**config.mk**
```make
export PLATFORM = sky130hd
export DESIGN_NAME = echo_responder
export DESIGN_NICKNAME = d
export VERILOG_FILES = /design/src/rtl/sonar_pkg.sv /design/src/rtl/sig_sync_edge.sv /design/src/rtl/echo_responder.sv
export SDC_FILE = /design/constraint.sdc
export NUM_CORES = 1
export LEC_CHECK = 0
export CORE_ASPECT_RATIO = 1.2
export CORE_MARGIN = 4
export CORE_UTILIZATION = 55
export DETAILED_ROUTE_END_ITERATION = 16
export PLACE_DENSITY = 0.76
export SETUP_SLACK_MARGIN = 0.5
export SYNTH_ARGS = -nofsm -noshare
export SYNTH_HDL_FRONTEND = slang
export SYNTH_SLANG_ARGS = --single-unit
```
**constraint.sdc**
```tcl
create_clock -name sys_clk -period 6.6 [get_ports sys_clk]
set_clock_uncertainty 0.05 [all_clocks]
set_input_delay 0.99 -clock sys_clk [delete_from_list [all_inputs] [get_ports sys_clk]]
set_output_delay 0.99 -clock sys_clk [all_outputs]
set_load 0.02 [all_outputs]
```
**src/rtl/sonar_pkg.sv**
```systemverilog
// Shared definitions for the ultrasonic ranging emulator and its controller:
// FSM state encodings, counter widths and default timing constants.
package sonar_pkg;

   typedef enum logic [2:0] {
      ST_IDLE  = 3'd0,
      ST_TRIG  = 3'd1,
      ST_BURST = 3'd2,
      ST_ECHO  = 3'd3,
      ST_HOLD  = 3'd4
   } sonar_state_e;

   localparam int unsigned CNT_W  = 21;
   localparam int unsigned DIST_W = 9;

   // Defaults assume a 50 MHz sys_clk
   localparam int unsigned TRIG_MIN_CYC_DEF = 500;
   localparam int unsigned BURST_CYC_DEF    = 10000;
   localparam int unsigned CYC_PER_CM_DEF   = 2900;
   localparam int unsigned MAX_CM_DEF       = 400;
   localparam int unsigned TIMEOUT_CYC_DEF  = 1900000;
   localparam int unsigned HOLDOFF_CYC_DEF  = 50000;

   // Echo width in clocks; zero or out-of-range distances report a timeout.
   function automatic logic [CNT_W-1:0] echo_width(
      input logic [DIST_W-1:0] cm,
      input int unsigned       cyc_per_cm,
      input int unsigned       max_cm,
      input int unsigned       timeout_cyc
   );
      logic [CNT_W-1:0] prod;
      prod = CNT_W'(cm) * CNT_W'(cyc_per_cm);
      if (cm == '0 || 32'(cm) > max_cm) begin
         return CNT_W'(timeout_cyc);
      end
      return prod;
   endfunction

endpackage

```
**src/rtl/sig_sync_edge.sv**
```systemverilog
// Two-flop synchronizer for an asynchronous level plus a history flop that
// yields single-clock rise/fall strobes alongside the synchronized level.
module sig_sync_edge (
   input  logic sys_clk,
   input  logic sys_rst_n,
   input  logic async_in,
   output logic level,
   output logic rise,
   output logic fall
);

   logic meta;
   logic sync;
   logic prev;

   always_ff @(posedge sys_clk) begin
      if (!sys_rst_n) begin
         meta <= 1'b0;
         sync <= 1'b0;
         prev <= 1'b0;
      end else begin
         meta <= async_in;
         sync <= meta;
         prev <= sync;
      end
   end

   assign level = sync;
   assign rise  = sync & ~prev;
   assign fall  = ~sync & prev;

endmodule

```
**src/rtl/echo_responder.sv**
```systemverilog
// Emulates an ultrasonic ranging sensor: validates a trigger pulse, waits the
// burst time, then returns an echo whose width encodes the switch distance.
//
// state | meaning
// IDLE  | waiting for a fresh trigger rise
// TRIG  | trigger high, measuring its width
// BURST | fixed delay between trigger fall and echo rise
// ECHO  | echo_vld high for the distance-derived width
// HOLD  | dead time after echo, triggers ignored
module echo_responder
   import sonar_pkg::*;
#(
   parameter int unsigned TRIG_MIN_CYC = TRIG_MIN_CYC_DEF,
   parameter int unsigned BURST_CYC    = BURST_CYC_DEF,
   parameter int unsigned CYC_PER_CM   = CYC_PER_CM_DEF,
   parameter int unsigned MAX_CM       = MAX_CM_DEF,
   parameter int unsigned TIMEOUT_CYC  = TIMEOUT_CYC_DEF,
   parameter int unsigned HOLDOFF_CYC  = HOLDOFF_CYC_DEF
) (
   input  logic              sys_clk,
   input  logic              sys_rst_n,
   input  logic              trig_vld,
   input  logic [DIST_W-1:0] distance_cm,
   output logic              echo_vld,
   output logic              busy,
   output logic              trig_err
);

   localparam int unsigned       WCNT_W   = $clog2(TRIG_MIN_CYC + 1);
   localparam logic [WCNT_W-1:0] WCNT_MAX = WCNT_W'(TRIG_MIN_CYC);

   logic trig_level;
   logic trig_rise;
   logic trig_fall;

   sonar_state_e      state;
   logic [CNT_W-1:0]  tmr;
   logic [WCNT_W-1:0] wcnt;
   logic [DIST_W-1:0] cm_lat;
   logic [1:0]        settle;
   logic              armed;

   sig_sync_edge u_trig_sync (
      .sys_clk   (sys_clk),
      .sys_rst_n (sys_rst_n),
      .async_in  (trig_vld),
      .level     (trig_level),
      .rise      (trig_rise),
      .fall      (trig_fall)
   );

   always_ff @(posedge sys_clk) begin
      if (!sys_rst_n) begin
         state    <= ST_IDLE;
         tmr      <= '0;
         wcnt     <= '0;
         cm_lat   <= '0;
         settle   <= '0;
         armed    <= 1'b0;
         echo_vld <= 1'b0;
         busy     <= 1'b0;
         trig_err <= 1'b0;
      end else begin
         trig_err <= 1'b0;
         // The synchronizer leaves reset at 0, so a trigger held high across
         // release looks like a rise; only arm once a real low has been seen.
         settle   <= {settle[0], 1'b1};
         if (settle[1] && !trig_level) begin
            armed <= 1'b1;
         end

         case (state)
            ST_IDLE: begin
               if (trig_rise && armed) begin
                  wcnt  <= '0;
                  busy  <= 1'b1;
                  state <= ST_TRIG;
               end
            end
            ST_TRIG: begin
               if (trig_fall) begin
                  if (wcnt >= WCNT_MAX) begin
                     cm_lat <= distance_cm;
                     tmr    <= CNT_W'(BURST_CYC);
                     state  <= ST_BURST;
                  end else begin
                     trig_err <= 1'b1;
                     busy     <= 1'b0;
                     state    <= ST_IDLE;
                  end
               end else if (wcnt != WCNT_MAX) begin
                  wcnt <= wcnt + 1'b1;
               end
            end
            ST_BURST: begin
               // Latch clock plus BURST_CYC counted clocks; echo_vld is set on
               // the transition so the rise lands with the echo register.
               if (tmr == '0) begin
                  tmr      <= echo_width(cm_lat, CYC_PER_CM, MAX_CM, TIMEOUT_CYC) - 1'b1;
                  echo_vld <= 1'b1;
                  state    <= ST_ECHO;
               end else begin
                  tmr <= tmr - 1'b1;
               end
            end
            ST_ECHO: begin
               if (tmr == '0) begin
                  echo_vld <= 1'b0;
                  tmr      <= CNT_W'(HOLDOFF_CYC - 1);
                  state    <= ST_HOLD;
               end else begin
                  tmr <= tmr - 1'b1;
               end
            end
            ST_HOLD: begin
               if (tmr == '0) begin
                  busy  <= 1'b0;
                  state <= ST_IDLE;
               end else begin
                  tmr <= tmr - 1'b1;
               end
            end
            default: begin
               echo_vld <= 1'b0;
               busy     <= 1'b0;
               state    <= ST_IDLE;
            end
         endcase
      end
   end

endmodule

```
==> flow_summary.json <==
{
  "synth.ff_latch_count": 51,
  "crit_family": "adder cells",
  "num_vias": 4239,
  "irDropWorstVdd_uv": 66.9,
  "clock_sinks": 51,
  "die-height_um": 111,
  "drtIter0Drc": 176,
  "firstDrtPassIters": 4,
  "synthFlopType": "dfxtp_1",
  "cts_made_buffers": 5,
  "drc_errors": 0,
  "post_cts_buffers": 0,
  "syn_inst": 610,
  "crit_arrival_ns": 5.26,
  "period_share": 0.780,
  "syn_nets": 700,
  "fmax_mhz": 194,
  "finalHoldViolations": 0,
  "cts_max_path_buffers": 2,
  "endpoint_kind": "flop",
  "async_flop_share": 0,
  "utilization": 0.601,
  "rsz0062_at_grt": "no",
  "antenna_found_initial": 0,
  "cp.depth": 18,
  "finalSetupViolations": 0,
  "synth.area.top_cells": "dfxtp_1, ha_1, fa_1",
  "p_per_area_mw_per_mm2": 108,
  "root_buffer": "clkbuf_8",
  "rrSetupSlack_ns": 1.45,
  "path_buf_inv": 5,
  "finalSetupTns_ns": 0,
  "ios": 15,
  "timing.final.ws_setup_ns": 1.45,
  "yosysUniqueCellTypes": 65,
  "crit_type": "flop to flop",
  "post_cts_resized": 0,
  "cap_violations": 0,
  "insertion_delay_ns": 0.31,
  "row_count": 37,
  "crit_path_cell_trace": "inv_1 -> ha_1 -> inv_1 -> fa_1 -> inv_1 -> fa_1 -> inv_1 -> fa_1 -> inv_1 -> ha_1 -> or3b_2 -> nand3_1 -> or3b_1 -> nor4b_4 -> nor4b_2 -> xnor2_1 -> a211oi_1 -> nor3_1",
  "start_util": 0.563,
  "yosys.area.top_type_share": 0.211,
  "antenna_cells": 0,
  "crit_end": "tmr[16]",
  "core_mm2": 0.00861,
  "routed_wl_mm": 11.1,
  "cp.required_ns": 6.71,
  "ys_seq_area_frac": 0.211,
  "avgSynthCellArea_um2": 7.95,
  "layout.nets": 705,
  "place_ws_ns": 1.47,
  "rr_endpoint": "tmr[16]",
  "fin_crit_ns": 5.15,
  "ff2ff_path_depth": 18,
  "grt.overflow.total": 0,
  "yosys_warnings": 0,
  "gp_congestion": 0.847,
  "critPathMaxFanout": 9,
  "synth_edf_count": 0,
  "hpwl_mm": 8.91,
  "track_usage": 0.220,
  "drive_above_1_share": 0.0568,
  "cp_slowest_cell": "fa_1",
  "max_slew_margin": 0.309,
  "grt_max_degree": 37,
  "drtAntennaViolNets": 0,
  "die-area_mm2": 0.0104,
  "h-tree-depth": 2,
  "yosysTopAreaCell": "dfxtp_1",
  "startpoint": "cm_lat[4]",
  "start_kind": "flop",
  "port_buffers": 14,
  "drv_slew": 0,
  "total_power_uw": 557,
  "hold_slack_ns": 0.407,
  "die_w_um": 93.7,
  "wl_per_cell_um": 15.1,
  "routed_via_density": 5.78,
  "grt_first_pass_wirelength_mm": 18.9,
  "crit_top_cell": "inv_1",
  "clkTransAtPathRegs_ns": 0.11,
  "worstHoldPathType": "flop to flop",
  "leakage_nw": 2.21,
  "netlist_area_mm2": 0.00485,
  "reg2reg_from": "cm_lat[4]",
  "cts_tree": "yes",
  "areaGrowthSynthToFinish_pct": 6.66,
  "outcome": "finished clean",
  "slowest_delay_ns": 0.53,
  "grt_pass1_vias": 4224,
  "cts_hold_buf": 0,
  "worstMarginPinSlew_ns": 1.03
}
==> layout make-up <==
type	count	area, um^2
clock buffer	5	68.8
clock inverter	3	46.3
fill	853	3440
inverter	75	282
multi-input combinational	467	3460
sequential	51	1020
tap	117	146
timing repair buffer	15	148
==> worst reg2reg max path, stage by stage, from the launching register on <==
cell,delay (ns)
dfxtp_1,0.51
inv_1,0.14
ha_1,0.31
inv_1,0.06
fa_1,0.48
inv_1,0.05
fa_1,0.53
inv_1,0.05
fa_1,0.53
inv_1,0.04
ha_1,0.36
or3b_2,0.22
nand3_1,0.05
or3b_1,0.45
nor4b_4,0.44
nor4b_2,0.32
xnor2_1,0.11
a211oi_1,0.23
nor3_1,0.07
==> Yosys cell counts, types with 3 or more instances <==
cell type	n
nor3b_1	6
buf_6	3
a211oi_2	3
xnor2_1	19
nand3_1	9
xor2_1	6
a21oi_1	52
a311oi_1	4
o21ai_1	4
a31oi_1	5
o211ai_1	5
fa_1	23
nand3b_1	3
clkbuf_1	14
a21o_1	4
or2_2	3
ha_1	55
nand2_1	47
o21ai_0	44
or3_1	11
nand4_1	9
o31ai_1	6
nor4_1	4
inv_1	74
nor2_1	49
and3_1	4
nand2b_1	3
and2_1	9
a211oi_1	5
o21a_1	6
nor2b_1	5
nor3_1	28
dfxtp_1	51
==> sequential cells by signal, indices dropped and copies added (netlist names), 2 cells and up <==
signal	cells
tmr	21
cm_lat	9
wcnt	9
state	3
settle	2
==> worst min-delay path by stage <==
| stage | endpoint | depth (start not counted) | from |
|---|---|---|---|
| 6_report | settle[1] | 1 | settle[0] |
| 5_1_grt | settle[1] | 1 | settle[0] |
| 4_1_cts | u_trig_sync.level | 1 | u_trig_sync.meta |
| 3_5_place_dp | u_trig_sync.level | 1 | u_trig_sync.meta |
| 3_3_place_gp | u_trig_sync.level | 1 | u_trig_sync.meta |
| 2_1_floorplan | settle[1] | 1 | settle[0] |
==> cell families (layout without fill, tap and decap cells) <==
| logic type | Yosys count | after routing | synth area share |
|---|---|---|---|
| flip-flops | 51 | 51 | 0.211 |
| buffers and inverters | 92 | 98 | 0.0759 |
| AO/OA/AOI/OAI | 155 | 155 | 0.200 |
| multiplexers | 1 | 1 | 0.00232 |
| XOR/XNOR | 25 | 25 | 0.0451 |
| adder cells (fa/ha/maj) | 78 | 78 | 0.237 |
| AND/OR/NAND/NOR | 208 | 208 | 0.229 |
==> metal layers <==
| layer | up-vias | global-route usage | part of all wire | wire, um |
|---|---|---|---|---|
| li1 | 2133 | - | - | - |
| met1 | 1984 | 0.239 | 0.40 | 4390 |
| met2 | 97 | 0.415 | 0.55 | 6040 |
| met3 | 25 | 0.0272 | 0.034 | 373 |
| met4 | 0 | 0.0915 | 0.024 | 265 |
| met5 | - | 0 | 0 | 0 |
==> placed cells by master, fill, tap and decap left out, types with 11 or more instances in the layout <==
cell type	instances
nor2_1	49
or3_1	11
nor3_1	28
ha_1	55
nand2_1	47
inv_1	74
a21oi_1	52
clkdlybuf4s50_1	14
fa_1	23
o21ai_0	44
xnor2_1	19
dfxtp_1	51
==> where the power goes <==
group          internal, mW  switching, mW
sequential            0.310        0.00154
clock                 0.114          0.116
combinational       0.00772        0.00802
==> metrics by stage <==
step	std cells	instance area, um^2
2_1_floorplan	610	4850
3_3_place_gp	725	5060
3_5_place_dp	725	5060
4_1_cts	733	5170
5_1_grt	733	5170
6_report	733	5170
(Power assumes the default switching activity.)
